--- src/rtl/alu_issue_seq_pkg.sv ---
// Shared types for the ALU issue/writeback sequencer: opcode and FSM state encodings
// plus the ALU operand-register enable patterns.
package alu_issue_pkg;

   typedef enum logic [1:0] {
      OP_ADD  = 2'd0,
      OP_MAC  = 2'd1,
      OP_LOAD = 2'd2,
      OP_NOP  = 2'd3
   } op_t;

   typedef enum logic [1:0] {
      IDLE = 2'd0,
      READ = 2'd1,
      EXEC = 2'd2,
      WB   = 2'd3
   } state_t;

   localparam logic [4:0] REG_EN_ALL  = 5'b11111;
   localparam logic [4:0] REG_EN_NONE = 5'b00000;

endpackage

--- src/rtl/alu_issue_seq_if.sv ---
// Instruction-issue and register-file write handshakes of the sequencer.
// The slave modport is the sequencer side; master is the surrounding pipeline.
interface alu_issue_seq_if #(
   parameter int BUS_WIDTH  = 8,
   parameter int REG_ADDR_W = 3
) ();

   logic                  in_valid;
   logic                  in_ready;
   logic [1:0]            in_op;
   logic [REG_ADDR_W-1:0] in_rd;
   logic [REG_ADDR_W-1:0] in_ra;
   logic [REG_ADDR_W-1:0] in_rb;
   logic [BUS_WIDTH-1:0]  in_imm;

   logic                  wb_en;
   logic                  wb_ready;
   logic [REG_ADDR_W-1:0] wb_addr;
   logic [BUS_WIDTH-1:0]  wb_data;

   modport slave (
      input  in_valid, in_op, in_rd, in_ra, in_rb, in_imm, wb_ready,
      output in_ready, wb_en, wb_addr, wb_data
   );

   modport master (
      output in_valid, in_op, in_rd, in_ra, in_rb, in_imm, wb_ready,
      input  in_ready, wb_en, wb_addr, wb_data
   );

endinterface

--- src/rtl/alu_issue_seq.sv ---
// Non-pipelined issue/writeback sequencer in front of the ALU (IDLE->READ->EXEC->WB).
// Optional zero/negative result flags are built when ALU_ISSUE_SEQ_FLAGS_EN is defined.
module alu_issue_seq
   import alu_issue_pkg::*;
#(
   parameter int BUS_WIDTH  = 8,
   parameter int REG_ADDR_W = 3
) (
   input  logic                  clk,
   input  logic                  rst_n,
   alu_issue_seq_if.slave        bus,
   output logic [REG_ADDR_W-1:0] ra_addr,
   output logic [REG_ADDR_W-1:0] rb_addr,
   output logic [BUS_WIDTH-1:0]  alu_imm,
   output logic [4:0]            alu_reg_en,
   output logic                  alu_f_add,
   output logic                  alu_f_load,
   input  logic [BUS_WIDTH-1:0]  alu_result,
   output logic                  busy
`ifdef ALU_ISSUE_SEQ_FLAGS_EN
   ,
   output logic                  flag_z,
   output logic                  flag_n
`endif
);

   state_t                state_q, state_d;
   op_t                   op_q, op_d;
   logic [REG_ADDR_W-1:0] rd_q, rd_d;
   logic [REG_ADDR_W-1:0] ra_q, ra_d;
   logic [REG_ADDR_W-1:0] rb_q, rb_d;
   logic [BUS_WIDTH-1:0]  imm_q, imm_d;
   logic [BUS_WIDTH-1:0]  res_q, res_d;
   logic                  in_ready_c;
   logic                  wb_en_c;
   logic                  take;

   always_ff @(posedge clk or negedge rst_n) begin
      if (!rst_n) begin
         state_q <= IDLE;
         op_q    <= OP_ADD;
         rd_q    <= '0;
         ra_q    <= '0;
         rb_q    <= '0;
         imm_q   <= '0;
         res_q   <= '0;
      end else begin
         state_q <= state_d;
         op_q    <= op_d;
         rd_q    <= rd_d;
         ra_q    <= ra_d;
         rb_q    <= rb_d;
         imm_q   <= imm_d;
         res_q   <= res_d;
      end
   end

   always_comb begin
      state_d    = state_q;
      op_d       = op_q;
      rd_d       = rd_q;
      ra_d       = ra_q;
      rb_d       = rb_q;
      imm_d      = imm_q;
      res_d      = res_q;
      in_ready_c = 1'b0;
      wb_en_c    = 1'b0;
      alu_reg_en = REG_EN_NONE;
      alu_f_add  = 1'b0;
      alu_f_load = 1'b0;
      take       = 1'b0;

      case (state_q)
         IDLE: begin
            in_ready_c = 1'b1;
            take       = bus.in_valid;
         end
         READ: begin
            alu_reg_en = REG_EN_ALL;
            alu_f_add  = (op_q == OP_ADD);
            alu_f_load = (op_q == OP_LOAD);
            state_d    = EXEC;
         end
         EXEC: begin
            alu_f_add  = (op_q == OP_ADD);
            alu_f_load = (op_q == OP_LOAD);
            res_d      = alu_result;
            state_d    = WB;
         end
         WB: begin
            wb_en_c    = 1'b1;
            in_ready_c = bus.wb_ready;
            if (bus.wb_ready) begin
               take    = bus.in_valid;
               state_d = IDLE;
            end
         end
         default: state_d = IDLE;
      endcase

      // An accepted NOP is simply dropped, so it never costs a cycle.
      if (take && (op_t'(bus.in_op) != OP_NOP)) begin
         op_d    = op_t'(bus.in_op);
         rd_d    = bus.in_rd;
         ra_d    = bus.in_ra;
         rb_d    = bus.in_rb;
         imm_d   = bus.in_imm;
         state_d = READ;
      end
   end

   assign bus.in_ready = in_ready_c;
   assign bus.wb_en    = wb_en_c;
   assign bus.wb_addr  = rd_q;
   assign bus.wb_data  = res_q;
   assign ra_addr      = ra_q;
   assign rb_addr      = rb_q;
   assign alu_imm      = imm_q;
   assign busy         = (state_q != IDLE);

`ifdef ALU_ISSUE_SEQ_FLAGS_EN
   logic flag_z_q, flag_z_d;
   logic flag_n_q, flag_n_d;

   always_comb begin
      flag_z_d = flag_z_q;
      flag_n_d = flag_n_q;
      if (wb_en_c && bus.wb_ready) begin
         flag_z_d = (res_q == '0);
         flag_n_d = res_q[BUS_WIDTH-1];
      end
   end

   always_ff @(posedge clk or negedge rst_n) begin
      if (!rst_n) begin
         flag_z_q <= 1'b0;
         flag_n_q <= 1'b0;
      end else begin
         flag_z_q <= flag_z_d;
         flag_n_q <= flag_n_d;
      end
   end

   assign flag_z = flag_z_q;
   assign flag_n = flag_n_q;
`endif

endmodule

--- src/flat_wrapper.sv ---
// flat-port wrapper written by rule: the top's interface ports become plain ports
module alu_issue_seq_flat import alu_issue_pkg::*;
#(
   parameter int BUS_WIDTH  = 8,
   parameter int REG_ADDR_W = 3
)
  (clk, rst_n, ra_addr, rb_addr, alu_imm, alu_reg_en, alu_f_add, alu_f_load, alu_result, busy, bus_in_valid, bus_in_op, bus_in_rd, bus_in_ra, bus_in_rb, bus_in_imm, bus_wb_ready, bus_in_ready, bus_wb_en, bus_wb_addr, bus_wb_data);
  alu_issue_seq_if #(.BUS_WIDTH(BUS_WIDTH), .REG_ADDR_W(REG_ADDR_W)) bus_i ();
  input  logic clk;
  input  logic rst_n;
  output logic [REG_ADDR_W-1:0] ra_addr;
  output logic [REG_ADDR_W-1:0] rb_addr;
  output logic [BUS_WIDTH-1:0] alu_imm;
  output logic [4:0] alu_reg_en;
  output logic alu_f_add;
  output logic alu_f_load;
  input  logic [BUS_WIDTH-1:0] alu_result;
  output logic busy;
  input wire logic [$bits(bus_i.in_valid)-1:0] bus_in_valid;
  input wire logic [$bits(bus_i.in_op)-1:0] bus_in_op;
  input wire logic [$bits(bus_i.in_rd)-1:0] bus_in_rd;
  input wire logic [$bits(bus_i.in_ra)-1:0] bus_in_ra;
  input wire logic [$bits(bus_i.in_rb)-1:0] bus_in_rb;
  input wire logic [$bits(bus_i.in_imm)-1:0] bus_in_imm;
  input wire logic [$bits(bus_i.wb_ready)-1:0] bus_wb_ready;
  output wire logic [$bits(bus_i.in_ready)-1:0] bus_in_ready;
  output wire logic [$bits(bus_i.wb_en)-1:0] bus_wb_en;
  output wire logic [$bits(bus_i.wb_addr)-1:0] bus_wb_addr;
  output wire logic [$bits(bus_i.wb_data)-1:0] bus_wb_data;
  assign bus_i.in_valid = bus_in_valid;
  assign bus_i.in_op = bus_in_op;
  assign bus_i.in_rd = bus_in_rd;
  assign bus_i.in_ra = bus_in_ra;
  assign bus_i.in_rb = bus_in_rb;
  assign bus_i.in_imm = bus_in_imm;
  assign bus_i.wb_ready = bus_wb_ready;
  assign bus_in_ready = bus_i.in_ready;
  assign bus_wb_en = bus_i.wb_en;
  assign bus_wb_addr = bus_i.wb_addr;
  assign bus_wb_data = bus_i.wb_data;
  alu_issue_seq #(.BUS_WIDTH(BUS_WIDTH), .REG_ADDR_W(REG_ADDR_W)) u_core (.clk(clk), .rst_n(rst_n), .bus(bus_i), .ra_addr(ra_addr), .rb_addr(rb_addr), .alu_imm(alu_imm), .alu_reg_en(alu_reg_en), .alu_f_add(alu_f_add), .alu_f_load(alu_f_load), .alu_result(alu_result), .busy(busy));
endmodule
--- config.mk ---
export PLATFORM = sky130hd
export DESIGN_NAME = alu_issue_seq_flat
export DESIGN_NICKNAME = d
export VERILOG_FILES = /design/src/rtl/alu_issue_seq_pkg.sv /design/src/rtl/alu_issue_seq_if.sv /design/src/rtl/alu_issue_seq.sv /design/src/flat_wrapper.sv
export SDC_FILE = /design/constraint.sdc
export NUM_CORES = 1
export LEC_CHECK = 0
export BUFFER_PORTS_ARGS = -buffer_cell sky130_fd_sc_hd__clkbuf_2
export CORE_ASPECT_RATIO = 2
export CORE_UTILIZATION = 40
export CTS_CLUSTER_SIZE = 30
export DETAILED_ROUTE_END_ITERATION = 7
export GPL_TIMING_DRIVEN = 0
export PLACE_DENSITY = 0.85
export SKIP_CTS_REPAIR_TIMING = 1
export SLEW_MARGIN = 30
export SYNTH_ARGS = -nofsm -noshare
export SYNTH_HDL_FRONTEND = slang
export SYNTH_SLANG_ARGS = --single-unit
--- constraint.sdc ---
create_clock -name clk -period 1.9 [get_ports clk]
set_input_delay 0.095 -clock clk [delete_from_list [all_inputs] [get_ports clk]]
set_output_delay 0.095 -clock clk [all_outputs]
set_load 0.01 [all_outputs]
Yosys cells after proc, flatten, opt, wreduce, memory -nomap -nowiden
Cells that the tools add are included.
{ "word_totals": {"ff_bits": 29, "out_inout_bits": 35, "input_bits": 31, "wordCells": 30} }
{ "classes": {"n_reduce_logical": 7, "eq_ne": 6, "mux": 10} }
{ "op_table": {"columns": ["operator", "count"], "rows": [
  ["$eq 2x2->1 const B", 3],
  ["$pmux 2 s3", 1],
  ["$mux 5", 1],
  ["$logic_not 2->1", 2],
  ["$mux 1", 4],
  ["$mux 2", 2],
  ["$pmux 1 s2", 2],
  ["$reduce_bool 4->1", 1],
  ["$ne 3x2->1 const B", 1],
  ["$eq 2x1->1 const B", 1],
  ["$ne 2x2->1 const B", 1],
  ["$reduce_and 2->1", 1],
  ["$reduce_bool 2->1", 1],
  ["$reduce_or 2->1", 1],
  ["$logic_and 1x1->1", 1]
]} }

Depth between registers and ports, before layout
{ "logic_depth": {"ltp_word": 5, "mapped_depth": 6, "ltp_nobuf": 5} }

Worst setup path after synthesis
No wires, ideal clock.
{ "synth_timing": {"path_kind": "register to register", "start": "register u_core.state_q[1]", "end": "register u_core.imm_q[0] (netlist: u_core.alu_imm[0])", "path_buffers": 1, "path_slack_ns": 0.095, "t_arrival_ns": 1.680, "synth_period_minus_slack_ns": 1.805, "stages_incl_launch_ff": 6, "required_time_ns": 1.775, "setup_ns": 0.125, "path_cell_list": "dfrtp_1 > ha_1 > a21oi_2 > a2111oi_4 > buf_6 > mux2_2"} }
{ "synth_between": {"elab_chain_len": 3, "word_cells_on_any_way": 4, "classes_between": "eq/ne: 1; mux: 1; reduce/logical: 2"} }
{ "synth_lines": {"columns": ["element", "line_no", "source"], "rows": [
  ["from (decl)", "alu_issue_seq.sv:27", "state_t state_q, state_d;"],
  ["from (signal assigned)", "alu_issue_seq.sv:48", "state_q <= state_d;"],
  ["$eq 2x2->1 / $logic_not 2->1 (equally long branches)", "alu_issue_seq.sv:73", "case (state_q)"],
  ["$pmux 1 s2 (*)", "alu_issue_seq.sv:73", null],
  ["$logic_and 1x1->1 (*)", "alu_issue_seq.sv:102", "if (take && (op_t'(bus.in_op) != OP_NOP)) begin"],
  ["to (signal assigned)", "alu_issue_seq.sv:53", "imm_q <= imm_d;"],
  ["to (decl)", "alu_issue_seq.sv:32", "logic [BUS_WIDTH-1:0] imm_q, imm_d;"]
]} }
Mark *: on every way between the ends. The rest lies on a longest branch, timed or not.
A chain may end at the register's enable or synchronous reset.

Worst setup path after layout
{ "layout_timing": {"start": "register u_core.state_q[0]", "end": "register u_core.op_q[0]"} }
{ "layout_between": {"elab_chain_len": 3, "word_cells_on_any_way": 4, "classes_between": "eq/ne: 1; mux: 1; reduce/logical: 2"} }
{ "layout_lines": {"columns": ["element", "line_no", "source"], "rows": [
  ["$eq 2x2->1 / $logic_not 2->1 (equally long branches)", "alu_issue_seq.sv:73", null],
  ["$pmux 1 s2 (*)", "alu_issue_seq.sv:73", null],
  ["$logic_and 1x1->1 (*)", "alu_issue_seq.sv:102", null],
  ["to (signal assigned)", "alu_issue_seq.sv:49", "op_q <= op_d;"],
  ["to (decl)", "alu_issue_seq.sv:28", "op_t op_q, op_d;"]
]} }
Marked as above.

==> results.yml <==
critical_path:
  required_ns: 2.05
  reg2reg_slack_ns: 0.02
  crit_type: "flip-flop to flip-flop"
  start_kind: "flip-flop"
  critPathMaxStageDelay_ns: 0.42
  rr_worst_depth: 6
  cp_slowest_cell: "dfrtp_1"
  cp.arrival_ns: 2.03
  crit_chain: "ha_2, a21oi_2, a2111oi_4, buf_4, buf_6, mux2_2"
  r2r_start: "u_core.state_q[0]"
  regToRegEndpoint: "u_core.op_q[0]"
  worstPathMaxFanout: 5
  worstSetupEndpointType: "flip-flop"
clock_network:
  cts_tree: "built"
  numClockSinks: 29
  clockRootBuffer: "clkbuf_8"
  cts_buffers: 5
  cts.htree.levels: 2
  cts_buffer_depth: 2
  clk_latency_ns: 0.27
  path_clk_slew_ns: 0.06
placement:
  dp.cells: 178
  place.gp.congestion: 0.685
  dpl_cell_area_um2: 1630
  place.detailed.hpwl_um: 2050
  portBuffers: 65
  place_ws_ns: -0.0378
global_route:
  grtUsageTotal_pct: 16.5
  gr-total-overflow: 0
  grt_pass1_wl_um: 4150
  antenna_found_initial: 0
  grt_max_degree: 30
  grt_pass1_vias: 966
layout:
  layout-drive-gt1-share_pct: 72.6
  num_antenna_cells: 0
  finalInstanceArea_um2: 1800
  multi_input_area_um2: 485
  syn_to_final_growth_pct: 41.9
  seq_area_um2: 727
  final_cells: 194
  fill_cells: 248
  layout.nets: 201
  utilization_pct: 60.4
  layout_commonest_cell: "clkbuf_2"
  final_cell_mix: "clkbuf_2 (65), dfrtp_1 (28), mux2_2 (27)"
timing:
  worst_clock_skew_ns: 0.00167
  layout_setup_ws_ns: 0.0248
  period_share_pct: 98.7
  hold_viol: 0
  rsz0062_at_grt: "true"
  slew_headroom_pct: 52.6
  setup_viol: 0
  fin_crit_ns: 1.88
  drv_slew: 0
  fmax_ghz: 0.533
  tns_ns: 0
  tightest_slew_ns: 0.711
  fin_hold_ws_ns: 0.0485
die:
  initial_core_util_pct: 42.6
  rows: 28
  die_area_um2: 3410
  die_h_um: 81.6
  die_x_um: 41.8
  ios: 66
  core_area_um2: 2980
synth:
  synth_seq_cells: 29
  mappedNetlistArea_um2: 1270
  postSynthCellCount: 83
  seq_area_frac_synth_pct: 57.3
  avgSynthCellArea_um2: 15.3
  yosys_warnings: 0
  synth_cell_type_count: 15
  postSynthNetCount: 120
worst_hold_path:
  hp-class: "primary input to flip-flop"
  hold_path_depth: 2
  hold_path_end: "u_core.ra_addr[2]"
  hp-start: "bus_in_ra[2]"
flow_run:
  cap_viol_max_count: 0
power_and_ir_drop:
  p_seq_share_pct: 35.8
  switching_power_mw: 1.09
  p_comb_share_pct: 48.6
  internal-power_mw: 2.05
  p_sw_share_pct: 34.7
  power_density_nw_per_um2: 1740
  leakagePower_nw: 0.936
  vdd_ir_drop_max_uv: 881
  p_total_mw: 3.13
  clockPowerShare_pct: 15.6
drt:
  vias_per_cell: 5.01
  drc: 0
  drt_pass1_iterations: 2
  vias: 972
  drt_wl_total_um: 2820
  post_drt_wl_per_cell_um: 14.5
  drtAntennaViolNets: 0
  drtIter0Drc: 9
run_status:
  status: "complete, no violations"
## synth_stat cells
| cell | count | area, um2 |
|---|---|---|
| a2111oi_4 | 1 | 27.5 |
| buf_4 | 4 | 30.0 |
| clkbuf_1 | 1 | 3.75 |
| dfrtp_1 | 29 | 726 |
| inv_1 | 4 | 15.0 |
| mux2_1 | 1 | 11.3 |
| mux2_2 | 27 | 304 |
| a211oi_1 | 1 | 7.51 |
| a21oi_2 | 1 | 8.76 |
| ha_1 | 6 | 75.1 |
| nor3b_1 | 1 | 7.51 |
| a211o_1 | 1 | 8.76 |
| buf_6 | 2 | 22.5 |
| nor2_1 | 3 | 11.3 |
| and3b_1 | 1 | 8.76 |
## sequential cells by signal, summed over array words and instances (netlist names)
name,count
u_core.alu_imm,8
u_core.bus.wb_addr,3
u_core.bus.wb_data,8
u_core.op_q,2
u_core.ra_addr,3
u_core.rb_addr,3
u_core.state_q,2
## layer usage
metal	part of all wire (%)	GRT usage, %
met5	0	0
met4	1.5	11.3
met3	5.0	5.05
met2	62	31.3
met1	31	14.3
## logic make-up after synthesis
family          share of synthesized area, %
buf+inv                                 5.63
mux                                     24.9
simple gates                            2.17
fa+ha+maj                               5.92
compound gates                          4.15
flops                                   57.3
## cell type report
class / count / area share [%]
Buffer: 7 / 3.13
Clock buffer: 7 / 4.80
Inverter: 4 / 0.835
Multi-Input combinational cell: 43 / 27.0
Sequential cell: 29 / 40.4
Tap cell: 30 / 2.09
Timing Repair Buffer: 74 / 21.7
## critical path, delay by kind of cell, from the launching register on
family,cells,cell delay (ns)
fa+ha+maj,1,0.25
compound gates,2,0.46
mux,1,0.34
flops,1,0.42
buf+inv,2,0.30
## power by group through the flow
| stage | Sequential (mW) | Clock [mW] | Combinational (mW) |
|---|---|---|---|
| floorplan | 1.23 | 0 | 0.751 |
| global placement | 1.10 | 0 | 1.34 |
| detailed placement | 1.13 | 0 | 1.40 |
| CTS | 1.12 | 0.516 | 1.41 |
| global route | 1.17 | 0.537 | 1.65 |
| finish | 1.12 | 0.489 | 1.52 |
## worst max path at each step
stage / start / endpoint / slack (ns) / cells after the start
global route: u_core.state_q[0] / u_core.op_q[0] / -0.03 / 6
detailed placement: u_core.state_q[0] / u_core.op_q[0] / -0.04 / 6
CTS: u_core.state_q[0] / u_core.bus.wb_addr[2] / -0.05 / 6
global placement: u_core.state_q[0] / u_core.op_q[1] / 0.06 / 6
floorplan: u_core.state_q[1] / u_core.alu_imm[0] / 0.09 / 5
finish: u_core.state_q[0] / u_core.op_q[0] / 0.02 / 6
(Power assumes the default switching activity.)
